**config.mk**
```make
export PLATFORM = sky130hd
export DESIGN_NAME = muldiv_unit
export DESIGN_NICKNAME = d
export VERILOG_FILES = /design/src/rtl/muldiv_unit_pkg.sv /design/src/rtl/muldiv_unit.sv
export SDC_FILE = /design/constraint.sdc
export NUM_CORES = 1
export LEC_CHECK = 0
export BUFFER_PORTS_ARGS = -buffer_cell sky130_fd_sc_hd__buf_2
export CORE_UTILIZATION = 25
export DETAILED_ROUTE_END_ITERATION = 10
export GPL_TIMING_DRIVEN = 0
export RECOVER_POWER = 50
export REMOVE_ABC_BUFFERS = 1
export SLEW_MARGIN = 20
export SYNTH_ARGS = -nofsm -noshare
export SYNTH_HDL_FRONTEND = slang
export SYNTH_SLANG_ARGS = --single-unit
```
**constraint.sdc**
```tcl
create_clock -name i_clk -period 3.15 [get_ports i_clk]
set_clock_uncertainty 0.15 [all_clocks]
set_input_delay 0.1575 -clock i_clk [delete_from_list [all_inputs] [get_ports i_clk]]
set_output_delay 0.1575 -clock i_clk [all_outputs]
set_load 0.01 [all_outputs]
```
**src/rtl/muldiv_unit_pkg.sv**
```systemverilog
// muldiv_unit_pkg: shared definitions for the RV32M multiply/divide unit.
//   - funct3 op codes MD_MUL..MD_REMU (inst[14:12])
//   - FSM state encoding md_state_e
//   - helpers telling which operands an op treats as signed
package muldiv_unit_pkg;

  localparam logic [2:0] MD_MUL    = 3'b000;
  localparam logic [2:0] MD_MULH   = 3'b001;
  localparam logic [2:0] MD_MULHSU = 3'b010;
  localparam logic [2:0] MD_MULHU  = 3'b011;
  localparam logic [2:0] MD_DIV    = 3'b100;
  localparam logic [2:0] MD_DIVU   = 3'b101;
  localparam logic [2:0] MD_REM    = 3'b110;
  localparam logic [2:0] MD_REMU   = 3'b111;

  typedef enum logic [1:0] {
    MD_IDLE   = 2'd0,
    MD_CALC   = 2'd1,
    MD_FINISH = 2'd2
  } md_state_e;

  // MUL is excluded: its low word does not depend on operand signs.
  function automatic logic op_signed_a(input logic [2:0] f3);
    return (f3 == MD_MULH) || (f3 == MD_MULHSU) || (f3 == MD_DIV) || (f3 == MD_REM);
  endfunction

  function automatic logic op_signed_b(input logic [2:0] f3);
    return (f3 == MD_MULH) || (f3 == MD_DIV) || (f3 == MD_REM);
  endfunction

endpackage

```
**src/rtl/muldiv_unit.sv**
```systemverilog
// muldiv_unit: iterative RV32M execute unit (shift-add multiply, restoring divide).
// Ports:
//   i_clk     system clock, rising edge
//   i_rst_n   asynchronous active-low reset
//   i_start   op request, sampled only in IDLE
//   i_kill    abort the in-flight op (branch flush)
//   i_funct3  op select, inst[14:12]
//   i_rs1     operand A (multiplicand / dividend)
//   i_rs2     operand B (multiplier / divisor)
//   o_busy    high while an op is in flight
//   o_done    one-cycle pulse, o_result valid
//   o_result  op result, held until the next completed op
module muldiv_unit
  import muldiv_unit_pkg::*;
#(
  parameter int unsigned XLEN  = 32,
  parameter int unsigned CNT_W = $clog2(XLEN) + 1
) (
  input  logic            i_clk,
  input  logic            i_rst_n,
  input  logic            i_start,
  input  logic            i_kill,
  input  logic [2:0]      i_funct3,
  input  logic [XLEN-1:0] i_rs1,
  input  logic [XLEN-1:0] i_rs2,
  output logic            o_busy,
  output logic            o_done,
  output logic [XLEN-1:0] o_result
);

  md_state_e         r_state;
  logic [2:0]        r_op;
  logic              r_sa;
  logic              r_sb;
  logic              r_special;
  logic [XLEN-1:0]   r_spec_val;
  logic [CNT_W-1:0]  r_cnt;
  logic [XLEN-1:0]   r_a;       // multiplicand magnitude
  logic [XLEN-1:0]   r_b;       // divisor magnitude
  logic [2*XLEN-1:0] r_prod;    // {partial product, remaining multiplier bits}
  logic [XLEN-1:0]   r_rem;     // partial remainder (always < divisor)
  logic [XLEN-1:0]   r_quo;     // dividend bits shift out as quotient bits shift in
  logic              r_busy;
  logic              r_done;
  logic [XLEN-1:0]   r_result;

  logic            w_sa;
  logic            w_sb;
  logic [XLEN-1:0] w_abs_a;
  logic [XLEN-1:0] w_abs_b;
  logic            w_div0;
  logic            w_ovf;
  logic [XLEN-1:0] w_spec_val;
  logic [XLEN:0]   w_mul_sum;
  logic [XLEN:0]   w_div_shift;
  logic [XLEN:0]   w_div_diff;
  logic [XLEN-1:0] w_mulh_neg;
  logic [XLEN-1:0] w_fin;

  assign w_sa    = op_signed_a(i_funct3) & i_rs1[XLEN-1];
  assign w_sb    = op_signed_b(i_funct3) & i_rs2[XLEN-1];
  // Most-negative operand negates to itself, which is its exact unsigned magnitude.
  assign w_abs_a = w_sa ? -i_rs1 : i_rs1;
  assign w_abs_b = w_sb ? -i_rs2 : i_rs2;

  assign w_div0 = i_funct3[2] && (i_rs2 == '0);
  assign w_ovf  = ((i_funct3 == MD_DIV) || (i_funct3 == MD_REM)) &&
                  (i_rs1 == {1'b1, {(XLEN-1){1'b0}}}) && (&i_rs2);

  // funct3[1] distinguishes REM/REMU from DIV/DIVU.
  always_comb begin
    if (w_div0) w_spec_val = i_funct3[1] ? i_rs1 : '1;
    else        w_spec_val = i_funct3[1] ? '0 : i_rs1;
  end

  assign w_mul_sum   = {1'b0, r_prod[2*XLEN-1:XLEN]} + (r_prod[0] ? {1'b0, r_a} : '0);
  assign w_div_shift = {r_rem, r_quo[XLEN-1]};
  assign w_div_diff  = w_div_shift - {1'b0, r_b};

  // High word of the negated product: ~hi plus the carry out of negating the low word.
  assign w_mulh_neg = ~r_prod[2*XLEN-1:XLEN] + XLEN'(r_prod[XLEN-1:0] == '0);

  always_comb begin
    w_fin = '0;
    if (r_special) begin
      w_fin = r_spec_val;
    end else begin
      unique case (r_op)
        MD_MUL:                      w_fin = r_prod[XLEN-1:0];
        MD_MULH, MD_MULHSU, MD_MULHU: w_fin = (r_sa ^ r_sb) ? w_mulh_neg
                                                            : r_prod[2*XLEN-1:XLEN];
        MD_DIV, MD_DIVU:             w_fin = (r_sa ^ r_sb) ? -r_quo : r_quo;
        default:                     w_fin = r_sa ? -r_rem : r_rem;
      endcase
    end
  end

  always_ff @(posedge i_clk or negedge i_rst_n) begin
    if (!i_rst_n) begin
      r_state    <= MD_IDLE;
      r_op       <= '0;
      r_sa       <= 1'b0;
      r_sb       <= 1'b0;
      r_special  <= 1'b0;
      r_spec_val <= '0;
      r_cnt      <= '0;
      r_a        <= '0;
      r_b        <= '0;
      r_prod     <= '0;
      r_rem      <= '0;
      r_quo      <= '0;
      r_busy     <= 1'b0;
      r_done     <= 1'b0;
      r_result   <= '0;
    end else begin
      r_done <= 1'b0;
      unique case (r_state)
        MD_IDLE: begin
          if (i_start && !i_kill) begin
            r_op       <= i_funct3;
            r_sa       <= w_sa;
            r_sb       <= w_sb;
            r_a        <= w_abs_a;
            r_b        <= w_abs_b;
            r_prod     <= {{XLEN{1'b0}}, w_abs_b};
            r_rem      <= '0;
            r_quo      <= w_abs_a;
            r_cnt      <= CNT_W'(XLEN);
            r_busy     <= 1'b1;
            r_special  <= w_div0 || w_ovf;
            r_spec_val <= w_spec_val;
            r_state    <= (w_div0 || w_ovf) ? MD_FINISH : MD_CALC;
          end
        end
        MD_CALC: begin
          if (i_kill) begin
            r_state <= MD_IDLE;
            r_busy  <= 1'b0;
          end else begin
            if (r_op[2]) begin
              r_rem <= w_div_diff[XLEN] ? w_div_shift[XLEN-1:0] : w_div_diff[XLEN-1:0];
              r_quo <= {r_quo[XLEN-2:0], ~w_div_diff[XLEN]};
            end else begin
              r_prod <= {w_mul_sum, r_prod[XLEN-1:1]};
            end
            r_cnt <= r_cnt - CNT_W'(1);
            if (r_cnt == CNT_W'(1)) r_state <= MD_FINISH;
          end
        end
        MD_FINISH: begin
          r_state <= MD_IDLE;
          r_busy  <= 1'b0;
          if (!i_kill) begin
            r_done   <= 1'b1;
            r_result <= w_fin;
          end
        end
        default: begin
          r_state <= MD_IDLE;
          r_busy  <= 1'b0;
        end
      endcase
    end
  end

  assign o_busy   = r_busy;
  assign o_done   = r_done;
  assign o_result = r_result;

endmodule
```
==> metrics.log <==
INFO  metric die_outline_width = 276 um
INFO  metric vias_in_the_first_global_route = 17.4k
INFO  metric dominantRegCellSynth = dfrtp_1
INFO  metric layout.filler_cells = 7,797
INFO  metric rsz_0062_raised_after_global_routing = yes
INFO  metric cts_root_buf = clkbuf_16
INFO  metric placement_rows = 100
INFO  metric drt-initial-drc-count = 1,698
INFO  metric pnr_worst_setup_slack = -0.662 ns
INFO  metric vias = 18.1k
INFO  metric crit_path_max_fanout = 3
INFO  metric power.share.clock = 0.208
INFO  metric finish.instance_area = 0.0244 mm2
INFO  metric grt_antenna_before_repair = 9
INFO  metric asyncSetResetFlopFracSynth = 1.00
INFO  metric seq_power_share = 0.356
INFO  metric run_status = finished, violations left
INFO  metric timing.slew.headroom = -0.371
INFO  metric p_comb_frac = 0.436
INFO  metric synth-seq-area-share = 0.363
INFO  metric grt_first_pass_wirelength = 104 mm
INFO  metric yosys_register_bits = 272
INFO  metric dpl-instance-area = 0.0206 mm2
INFO  metric synth_cell_type_count = 84
INFO  metric drive_gt1_frac = 0.197
INFO  metric vdd_drop_max = 0.443 mV
INFO  metric finalWeightedCongestion = 0.903
INFO  metric finalHoldViolCount = 0
INFO  metric failing_checks = max-capacitance violations, max-slew violations, negative setup slack
INFO  metric grt_max_degree = 94
INFO  metric remaining_drc_errors = 0
INFO  metric crit_path_start_kind = flop
INFO  metric period_minus_slack = 3.81 ns
INFO  metric grt_overflow = 0
INFO  metric global_route_usage_sum = 0.175
INFO  metric cts_max_level = 1
INFO  metric crit_arrival = 4.11 ns
INFO  metric power_switching_share = 0.436
INFO  metric clk-insertion-delay-late = 0.58 ns
INFO  metric cts.clk_slew.worst_paths = 0.06 ns
INFO  metric timing.fmax = 0.262 GHz
INFO  metric placeableCoreArea = 0.0743 mm2
INFO  metric avgSynthCellArea = 8.24 um2
INFO  metric clockBufferDepth = 3
INFO  metric cts_buffers = 29
INFO  metric net-switching-power = 7560 uW
INFO  metric cell_internal_pwr = 9780 uW
INFO  metric synth_enable_flop_cells = 0
INFO  metric synth-warning-count = 0
INFO  metric totalNegativeSetupSlack = -26.12 ns
INFO  metric hpwlAfterDp = 47.5 mm
INFO  metric timing_worst_slew_pin_value = 2.06 ns
INFO  metric avgViaCountPerCell = 5.22
INFO  metric max_cap_violations = 1
INFO  metric area.sequential = 0.00683 mm2
INFO  metric place.port_buffers = 104
INFO  metric io_pins = 105
INFO  metric power_density = 712 mW/mm2
INFO  metric final_max_slew_viol_count = 79
INFO  metric timing.final.crit_share = 1.21
INFO  metric cts_num_sinks = 272
INFO  metric design.final.nets = 2,615
INFO  metric avgRoutedWirePerCell = 19.6 um
INFO  metric fin_hold_ws = 0.0139 ns
INFO  metric setup_violation_total_in_the_final_timing_report = 72
INFO  metric total_leakage_power = 0.0101 uW
INFO  metric syn_to_final_growth = 30.0%
INFO  metric crit_type = reg2reg
INFO  metric drtAntennaViolNets = 0
INFO  metric die_area = 0.0760 mm2
INFO  metric tritoncts_clock_tree = yes
INFO  metric multiInputGateArea = 0.0125 mm2
INFO  metric firstDrtPassIters = 5
INFO  metric die_height = 276 um
INFO  metric synth_area = 0.0187 mm2
INFO  metric start_util = 0.252
INFO  metric drt_wl_total = 68.0 mm
INFO  metric worstSetupEndpointType = flop
INFO  metric timing.critical_path.required = 3.45 ns
INFO  metric netlist_instances = 2,274
INFO  metric worst_hold_path_type = in2reg
## per-stage QoR
step                total power (uW)  cells   util  worst slack [ns]
finish                         17300   3462  0.328            -0.662
global route                   18400   3459  0.328            -0.726
CTS                            16800   3432  0.321            -0.678
detailed placement             12300   3251  0.278             -1.98
global placement               12100   3229  0.269             -9.82
floorplan                       9890   2156      -             -3.46
## final timing paths
check | end | cells after the start | from | slack (ns)
hold / removal | r_b[8] | 5 | i_rs2[7] | 0.01
max in group asynchronous | r_spec_val[8] | 5 | i_rst_n | 0.03
hold reg to reg | r_a[10] | 2 | r_a[10] | 0.32
setup reg to reg | o_result[23] | 14 | r_prod[28] | -0.66
min in group asynchronous | r_b[31] | 3 | i_rst_n | 0.39
setup / recovery | o_result[23] | 14 | r_prod[28] | -0.66
## critical path: stages, from the launching register on
cell     delay, ns
dfrtp_2       0.45
nor4_4        0.32
nand4_1       0.26
nor2_2        0.21
ha_2          0.23
nor2b_4       0.15
nand4_1       0.14
or4_4         0.52
nor3_4        0.25
nand2_2       0.13
o31ai_2       0.27
xor2_1        0.18
a21oi_1       0.10
a21oi_2       0.25
nor3_1        0.07
## routing by layer
layer	vias up	share of wire	global-route usage	wire, um
met5	-	0.00059	0	40
met4	6	0.022	0.0373	1470
met3	103	0.088	0.0411	5950
met2	617	0.43	0.260	29100
met1	8834	0.46	0.256	31400
li1	8518	-	-	-
## power groups by stage
stage,combinational (uW),sequential [uW],clock (uW)
2_1_floorplan,4290,5610,0
3_3_place_gp,6060,6010,0
3_5_place_dp,6290,6040,0
4_1_cts,7160,6040,3650
5_1_grt,8280,6290,3780
6_report,7560,6180,3600
## cells in the final DEF, fill, tap and decap left out, types with 29 or more instances in the layout
cell type,n
a21oi_1,108
a21oi_2,35
buf_2,69
buf_4,58
clkbuf_1,41
clkbuf_16,29
dfrtp_1,257
dlygate4sd3_1,74
ha_1,54
inv_1,96
maj3_1,32
nand2_1,342
nor2_1,108
nor3_1,37
o21ai_0,200
o21ai_1,63
o22ai_1,52
xnor2_1,114
xor2_1,86
## sequential cells by signal, indices dropped and copies added (netlist names)
| register | flops |
|---|---|
| r_spec_val | 32 |
| r_state | 2 |
| r_rem | 32 |
| o_done | 1 |
| r_a | 32 |
| r_special | 1 |
| r_sa | 1 |
| r_cnt | 6 |
| o_busy | 1 |
| r_b | 32 |
| r_prod | 64 |
| r_op | 3 |
| r_sb | 1 |
| o_result | 32 |
| r_quo | 32 |
## cells in the mapped netlist, drive strengths merged, types with 6 or more instances
library cell / n / area share
a22o: 8 / 0.0037
nand2b: 19 / 0.0063
o31ai: 30 / 0.013
a211oi: 16 / 0.0064
nand2: 354 / 0.071
o211ai: 12 / 0.0048
nand3: 21 / 0.0059
inv: 103 / 0.021
buf: 20 / 0.0055
o22ai: 56 / 0.019
dfrtp: 272 / 0.36
or3: 20 / 0.0073
nor2b: 8 / 0.0027
o21a: 8 / 0.0032
maj3: 32 / 0.017
nor3: 48 / 0.013
mux2i: 7 / 0.0037
a21oi: 148 / 0.040
a31oi: 22 / 0.0073
nor4: 30 / 0.010
and2: 36 / 0.012
mux2: 7 / 0.0042
o21ai: 284 / 0.076
xnor2: 119 / 0.056
a21boi: 6 / 0.0024
ha: 73 / 0.049
o41ai: 16 / 0.0089
and3: 9 / 0.0030
o21bai: 9 / 0.0036
a2bb2oi: 6 / 0.0028
o221ai: 11 / 0.0051
a21o: 27 / 0.011
nor2: 125 / 0.026
and4: 6 / 0.0028
a221oi: 13 / 0.0061
nand4: 20 / 0.0067
a32oi: 10 / 0.0047
clkbuf: 96 / 0.019
or2: 8 / 0.0029
or4: 17 / 0.0074
xor2: 90 / 0.042
## kinds of logic (layout without fill, tap and decap cells)
group / after synthesis / count (layout) / synth area share
AO/OA/AOI/OAI: 716 / 716 / 0.234
buffers and inverters: 222 / 436 / 0.0467
flip-flops: 272 / 272 / 0.363
adder cells (fa/ha/maj): 107 / 107 / 0.0680
other: 0 / 3 / 0
multiplexers: 14 / 14 / 0.00795
AND/OR/NAND/NOR: 734 / 735 / 0.183
XOR/XNOR: 209 / 210 / 0.0977
## repair_timing
action | in CTS | in global routing
hold endpoints to repair | 249 | 0
resized for setup | 273 | 103
setup endpoints to repair | 121 | 116
buffers inserted | 47 | 32
hold buffers | 75 | 0
gates cloned | 7 | 0
pin swaps | 95 | 86
## cell type report
type	instances	share of cell area
diodes	3	0.000308
clock buffers	42	0.0351
clock inverters	10	0.00462
inverters	104	0.0166
multi-input cells	1782	0.514
flip-flops and latches	272	0.280
well taps	969	0.0498
repair buffers	279	0.0987
repair inverters	1	0.000205
Note: power is estimated with default switching activity, not from simulation.
